File: src/rtl/g711_stream_decoder.sv
// rtl/g711_stream_decoder.sv - two-stage G.711 A-law/mu-law to linear PCM expander with channel tags
`timescale 1ns/1ps
module g711_stream_decoder #(
    parameter int CHANNELS  = 2,
    parameter int OUT_WIDTH = 16,
    parameter int ALAW_XOR  = 1,
    localparam int CH_W     = (CHANNELS > 1) ? $clog2(CHANNELS) : 1
) (
    input  logic                 clk,
    input  logic                 rst_n,
    input  logic                 in_valid,
    output logic                 in_ready,
    input  logic [7:0]           in_data,
    input  logic                 in_law,
    input  logic [CH_W-1:0]      in_chan,
    output logic                 out_valid,
    input  logic                 out_ready,
    output logic [OUT_WIDTH-1:0] out_data,
    output logic [CH_W-1:0]      out_chan,
    output logic                 err_chan,
    input  logic                 err_clr,
    output logic [15:0]          sample_cnt
);

    localparam logic [CH_W:0] CHAN_LIMIT = (CH_W+1)'(CHANNELS);

    logic                        s1_valid;
    logic [7:0]                  s1_code;
    logic                        s1_law;
    logic [CH_W-1:0]             s1_chan;

    logic                        s2_free;
    logic                        in_fire;
    logic                        chan_bad;
    logic [7:0]                  code_in;

    logic [2:0]                  seg;
    logic [3:0]                  mant;
    logic [12:0]                 a_mag;
    logic [12:0]                 a_v13;
    logic [15:0]                 mu_t;
    logic [13:0]                 mu_mag;
    logic signed [13:0]          v14;
    logic signed [OUT_WIDTH-1:0] v_wide;
    logic [OUT_WIDTH-1:0]        dec_data;

    assign s2_free  = !out_valid || out_ready;
    assign in_ready = !s1_valid || s2_free;
    assign in_fire  = in_valid && in_ready;
    assign chan_bad = ({1'b0, in_chan} >= CHAN_LIMIT);

    // mu-law is stored inverted so bit 7 reads as "negative" and the magnitude bits read straight
    always_comb begin
        code_in = in_data;
        if (in_law) begin
            code_in = ~in_data;
        end else if (ALAW_XOR != 0) begin
            code_in = in_data ^ 8'h55;
        end
    end

    always_ff @(posedge clk or negedge rst_n) begin
        if (!rst_n) begin
            s1_valid <= 1'b0;
            s1_code  <= 8'd0;
            s1_law   <= 1'b0;
            s1_chan  <= '0;
        end else if (in_fire) begin
            s1_valid <= !chan_bad;
            s1_code  <= code_in;
            s1_law   <= in_law;
            s1_chan  <= in_chan;
        end else if (s1_valid && s2_free) begin
            s1_valid <= 1'b0;
        end
    end

    always_comb begin
        seg  = s1_code[6:4];
        mant = s1_code[3:0];

        if (seg == 3'd0) begin
            a_mag = {8'd0, mant, 1'b1};
        end else begin
            a_mag = 13'({1'b1, mant, 1'b1}) << (seg - 3'd1);
        end
        a_v13 = s1_code[7] ? a_mag : -a_mag;

        // the mu-law formula lands on a 16-bit scale; dividing by 4 is exact since t-132 is a multiple of 4
        mu_t   = (16'({mant, 3'b000}) + 16'd132) << seg;
        mu_mag = 14'((mu_t - 16'd132) >> 2);

        if (s1_law) begin
            v14 = s1_code[7] ? -mu_mag : mu_mag;
        end else begin
            v14 = {a_v13, 1'b0};
        end

        v_wide   = OUT_WIDTH'(v14);
        dec_data = v_wide <<< (OUT_WIDTH - 14);
    end

    always_ff @(posedge clk or negedge rst_n) begin
        if (!rst_n) begin
            out_valid <= 1'b0;
            out_data  <= '0;
            out_chan  <= '0;
        end else if (s2_free) begin
            out_valid <= s1_valid;
            if (s1_valid) begin
                out_data <= dec_data;
                out_chan <= s1_chan;
            end
        end
    end

    always_ff @(posedge clk or negedge rst_n) begin
        if (!rst_n) begin
            sample_cnt <= 16'd0;
        end else if (out_valid && out_ready) begin
            sample_cnt <= sample_cnt + 16'd1;
        end
    end

    // a fresh bad beat outranks a coincident clear
    always_ff @(posedge clk or negedge rst_n) begin
        if (!rst_n) begin
            err_chan <= 1'b0;
        end else if (in_fire && chan_bad) begin
            err_chan <= 1'b1;
        end else if (err_clr) begin
            err_chan <= 1'b0;
        end
    end

endmodule

File: config.mk
export PLATFORM = sky130hd
export DESIGN_NAME = g711_stream_decoder
export DESIGN_NICKNAME = d
export VERILOG_FILES = /design/src/rtl/g711_stream_decoder.sv
export SDC_FILE = /design/constraint.sdc
export NUM_CORES = 1
export LEC_CHECK = 0
export CAP_MARGIN = 20
export CORE_ASPECT_RATIO = 1.1
export CORE_MARGIN = 2
export CORE_UTILIZATION = 50
export CTS_BUF_LIST = sky130_fd_sc_hd__clkbuf_8
export CTS_CLUSTER_SIZE = 40
export DETAILED_ROUTE_END_ITERATION = 8
export GPL_TIMING_DRIVEN = 0
export PLACE_DENSITY = 0.74
export SYNTH_ARGS = -nofsm -noshare
export SYNTH_HDL_FRONTEND = slang
export SYNTH_SLANG_ARGS = --single-unit
export TNS_END_PERCENT = 5
File: constraint.sdc
create_clock -name clk -period 5.7 [get_ports clk]
set_input_delay 0.57 -clock clk [delete_from_list [all_inputs] [get_ports clk]]
set_output_delay 0.57 -clock clk [all_outputs]
set_load 0.02 [all_outputs]
# After elaboration in Yosys (flattened, before gate mapping)
# Cells that the tools add are included.
# totals
ff_bits	43
in_bits	15
output_inout_bits	36
wordCells	35
# op_classes
add_sub_neg	6
n_shift	2
mux	7
bitwise_logic	2
n_reduce_logical	10
# op_table
cell	count
$mux 14	2
$mux 13	2
$add 16x1->16 const B	1
$shl 9x3->16	1
$sub 16x8->16 const B	1
$neg 14->14	1
$neg 13->13	1
$shl 6x3->13	1
$add 7x8->9 const B	1
$mux 8	1
$not 8->8	1
$not 4->4	1
$logic_and 1x1->1	3
$logic_not 3->1	1
$sub 3x1->3 const B	1
$logic_not 1->1	2
$logic_or 1x1->1	2
$mux 1	2
$reduce_and 2->1	1
$reduce_bool 2->1	1

# Depth between registers and ports, before layout
# logic_depth
word_depth	6
mapped_depth	15

# Least setup slack after synthesis
# Ideal clock, no wire load.
# synth_timing
path_type	register to register
start	reg s1_code[5]
end	reg out_data[11]
setup_time_ps	122
t_arrival_ps	3367
required_ps	5578
path_slack_ps	2211
stages_incl_launch_ff	16
period_less_slack_ps	3489
path_cell_list	dfrtp_1 > buf_4 > buf_2 > inv_1 > ha_1 > ha_1 > buf_2 > inv_1 > ha_1 > o31ai_2 > o31a_1 > o31ai_2 > nor2_2 > and3_1 > or4_1 > o2111a_1
# synth_via
elab_chain_len	6
word_cells_on_any_way	11
classes_between	add/sub: 4; shift: 2; mux: 4; reduce/logical: 1
# synth_rtl
item	line	text
from (decl)	28	logic [7:0] s1_code;
from (signal assigned)	70	s1_code <= code_in;
parallel branches: the longest is 5 deep, another holds $sub 16x8->16	n/a	
$mux 14 (*)	93	if (s1_law) begin
to (signal assigned)	111	out_data <= dec_data;
to (decl)	18	output logic [OUT_WIDTH-1:0] out_data,
# Every way passes the cells marked *.
# A chain may end at the register's enable or synchronous reset.

# Worst setup path after layout
# layout_timing
start	reg s1_code[4]
end	reg out_data[13]
# Same word-level chain as after synthesis.

==> tab_implementation.tex <==
\begin{tabular}{lr}
\hline
Metric & Value \\
\hline
\multicolumn{2}{l}{\textbf{STA}} \\
Highest Clock Rate & approximately 0.23 GHz \\
Transition time of the tightest slew-check pin & $\sim$730 ps \\
Number of setup violations in the final report & 0 \\
RSZ-0062 raised after global routing & false \\
Least setup slack across all paths after layout & roughly 1300 ps \\
Final critical path time including I/O delays and setup & about 4400 ps \\
Final Hold Violating Endpoints & 0 \\
Slew headroom & 0.513 \\
Setup TNS Final & 0 ps \\
Max-slew violation count & 0 \\
Ratio of final minimum period to clock period & 0.774 \\
Worst hold margin & roughly 88 ps \\
Final worst clock skew & approximately 7.2 ps \\
\multicolumn{2}{l}{\textbf{Global route}} \\
Global-route wire length before repair & between 15000 and 20000 um \\
Via count of the first global-routing pass & 3235 \\
Antenna violations before repair & 0 \\
All-Layer GR Usage & 0.258 \\
Pin count of the biggest net entering global routing & 40 \\
Gr ovfl total & 0 \\
\multicolumn{2}{l}{\textbf{Critical path}} \\
Reg-to-reg critical path endpoint & out\_data[13] \\
Flop-to-flop setup slack & $\sim$1300 ps \\
Data arrival time of the critical path & $\sim$4600 ps \\
Crit path to & out\_data[13] \\
Crit Path Class & register to register \\
Setup crit start & s1\_code[4] \\
Largest driver fanout on the critical path & 10 \\
Worst flop-to-flop path startpoint & s1\_code[4] \\
R2R depth & 13 \\
Startpoint type of the worst setup path & register \\
Critical path endpoint category & register \\
Required time at the endpoint of the critical path & roughly 6000 ps \\
\multicolumn{2}{l}{\textbf{Drt}} \\
Antenna viol nets, final & 0 \\
TritonRoute pass-1 iters & 5 \\
Total DRC errors in the routed layout & 0 \\
WL per Instance & approximately 17 um \\
Number of DRC markers after the initial detailed-route iteration & 272 \\
Routed vias & 3507 \\
Detailed-route vias per instance & 6.04 \\
Total Wirelength & around 10000 um \\
\multicolumn{2}{l}{\textbf{Floorplanning}} \\
Width of the die & approximately 84 um \\
Die ar. & 0.00781 mm\^{}2 \\
Rows & 32 \\
I/O pins & just over 50 \\
Height of the die & roughly 92 um \\
Initial standard-cell utilization of the core & 0.511 \\
Core region area & approximately 0.0070 mm\^{}2 \\
\multicolumn{2}{l}{\textbf{Clock tree}} \\
Clock latency of the later-clocked register in the worst-skew pair & approximately 300 ps \\
Resized Gates After CTS & 0 \\
H-tree depth & 2 \\
Root Buffer Master & sky130\_fd\_sc\_hd\_\_clkbuf\_8 \\
CTS tree & built \\
Hold-fix buffers at CTS & 0 \\
Clock edge transition at the registers on the reported setup and hold paths & around 80 ps \\
Buffer count from post-CTS setup fixing & 0 \\
Number of buffers on the longest clock path & 2 \\
Sink Count & between 40 and 50 \\
Number of clock buffers inserted by TritonCTS & 5 \\
\multicolumn{2}{l}{\textbf{Run status}} \\
Run status & finished, final reports clean \\
\multicolumn{2}{l}{\textbf{Synth}} \\
Flip-flop and latch count after synthesis & 43 \\
Sequential cell area fraction in the yosys report & 0.302 \\
Share of synthesized registers carrying an async set or reset & 1.00 \\
Syn avg cell area & about 8 um\^{}2 \\
Most used flip-flop cell after synthesis & sky130\_fd\_sc\_hd\_\_dfrtp\_1 \\
Number of synthesized flops with an enable pin & 0 \\
Cell area after synthesis & $\sim$0.0036 mm\^{}2 \\
Cell variety after synth & 69 \\
Yosys Warn Count & 0 \\
Cells after Synth & 440 \\
\multicolumn{2}{l}{\textbf{Cells and area}} \\
Area of all placed cells without fillers & $\sim$0.0043 mm\^{}2 \\
Fraction of final layout cells with drive strength greater than 1 & 0.0887 \\
Most common cell after layout, fill and taps aside & sky130\_fd\_sc\_hd\_\_nor2\_1 \\
Fillers & 643 \\
Highest-count cells in the layout ignoring fill and taps & sky130\_fd\_sc\_hd\_\_nor2\_1 (49), sky130\_fd\_sc\_hd\_\_nand2\_1 (47), sky130\_fd\_sc\_hd\_\_clkdlybuf4s50\_1 (44) \\
Layout overhead on the synthesized area & 20.0\% \\
Antenna cells & 0 \\
Total Nets Final & $\sim$520 \\
\multicolumn{2}{l}{\textbf{Power and ir drop}} \\
Maximum resistive drop on vdd & between 0.0002 and 0.00025 V \\
Power density over the cells & $\sim$400 mW/mm\^{}2 \\
Leakage power & roughly 1.8 nW \\
\multicolumn{2}{l}{\textbf{Place}} \\
Total cell area at the placement stage & a little over 0.004 mm\^{}2 \\
Half-perimeter wire length after detailed placement & 7650 um \\
Post-place setup slack & approximately 1500 ps \\
Placer Congestion & about 0.95 \\
Count of input and output buffers & 45 \\
\multicolumn{2}{l}{\textbf{Flow run}} \\
Reported max-cap violation count & 0 \\
\multicolumn{2}{l}{\textbf{Hold path}} \\
HP Class & primary input to asynchronous set/reset pin \\
\hline
\end{tabular}
layout make-up:
type / instances / area [um^2] / area share
clock inverter: 3 / 63.8 / 0.0149
multi-input combinational: 355 / 2290 / 0.536
buffer: 34 / 164 / 0.0384
clock buffer: 5 / 68.8 / 0.0161
tap: 85 / 106 / 0.0249
inverter: 10 / 37.5 / 0.00879
timing repair buffer: 46 / 465 / 0.109
sequential: 43 / 1080 / 0.252
worst max-delay path: stages (launching register included):
cell and delay [ps]:
sky130_fd_sc_hd__dfrtp_1 450, sky130_fd_sc_hd__inv_1 170, sky130_fd_sc_hd__buf_1 440, sky130_fd_sc_hd__ha_1 370
sky130_fd_sc_hd__ha_1 280, sky130_fd_sc_hd__buf_2 290, sky130_fd_sc_hd__inv_1 140, sky130_fd_sc_hd__ha_1 290
sky130_fd_sc_hd__xnor2_1 460, sky130_fd_sc_hd__nand4b_1 450, sky130_fd_sc_hd__a211oi_1 480, sky130_fd_sc_hd__nor3b_1 90
sky130_fd_sc_hd__o22ai_1 240, sky130_fd_sc_hd__a31oi_1 120
synth_stat cells, types with 8 or more instances:
| library cell | number | share of area |
|---|---|---|
| sky130_fd_sc_hd__xor2_1 | 11 | 0.027 |
| sky130_fd_sc_hd__a21oi_1 | 31 | 0.044 |
| sky130_fd_sc_hd__nor2_1 | 49 | 0.052 |
| sky130_fd_sc_hd__clkbuf_1 | 13 | 0.014 |
| sky130_fd_sc_hd__nor3_1 | 8 | 0.011 |
| sky130_fd_sc_hd__o21ai_0 | 24 | 0.034 |
| sky130_fd_sc_hd__nand3_1 | 10 | 0.014 |
| sky130_fd_sc_hd__nor2b_1 | 10 | 0.018 |
| sky130_fd_sc_hd__ha_1 | 9 | 0.032 |
| sky130_fd_sc_hd__a211oi_1 | 8 | 0.017 |
| sky130_fd_sc_hd__buf_2 | 11 | 0.015 |
| sky130_fd_sc_hd__xnor2_1 | 25 | 0.062 |
| sky130_fd_sc_hd__dfrtp_1 | 43 | 0.30 |
| sky130_fd_sc_hd__inv_1 | 10 | 0.011 |
| sky130_fd_sc_hd__nand2_1 | 47 | 0.050 |
per-stage QoR:
step / std cells / total power, mW / util
2_1_floorplan: 442 / 1.08 / -
3_3_place_gp: 572 / 1.37 / 0.592
3_5_place_dp: 573 / 1.38 / 0.594
4_1_cts: 581 / 1.67 / 0.613
5_1_grt: 581 / 1.79 / 0.613
6_report: 581 / 1.67 / 0.613
flip-flops by register name (all words and copies together) (netlist names):
| signal | flops |
|---|---|
| s1_code | 8 |
| out_chan | 1 |
| out_valid | 1 |
| s1_law | 1 |
| out_data | 14 |
| s1_valid | 1 |
| s1_chan | 1 |
| sample_cnt | 16 |
worst min path at each step:
stage	from	endpoint	slack [ps]	cells after the start
floorplan	rst_n	out_chan	270	0
global placement	out_chan	out_chan	460	2
detailed placement	rst_n	out_data[2]	400	1
CTS	rst_n	out_data[2]	80	1
global route	rst_n	out_data[4]	80	1
finish	rst_n	out_data[2]	90	1
where the power goes:
| part | switching, mW | internal [mW] | total (mW) | leakage, nW |
|---|---|---|---|---|
| sequential | 0.0598 | 0.381 | 0.440 | 0.528 |
| combinational | 0.551 | 0.398 | 0.949 | 1.16 |
| clock | 0.107 | 0.173 | 0.281 | 0.0695 |
layer usage:
layer  wire length (um)  GRT usage  vias to the layer above  share of wire
li1                   -          -                     1694              -
met2               4710      0.438                      162           0.48
met1               4260      0.342                     1630           0.43
met4                214     0.0847                        0          0.022
met5                  0          0                        -              0
met3                631     0.0303                       21          0.064
kinds of logic after synthesis:
kind of cell             Yosys count  share of synthesized area
flip-flops                        43                      0.302
buffers and inverters             44                     0.0566
multiplexers                      13                     0.0453
adder cells (fa/ha/maj)            9                     0.0316
XOR/XNOR                          36                     0.0886
AO/OA/AOI/OAI                    121                      0.227
AND/OR/NAND/NOR                  173                      0.247
other                              1                    0.00105
(Power assumes the default switching activity.)
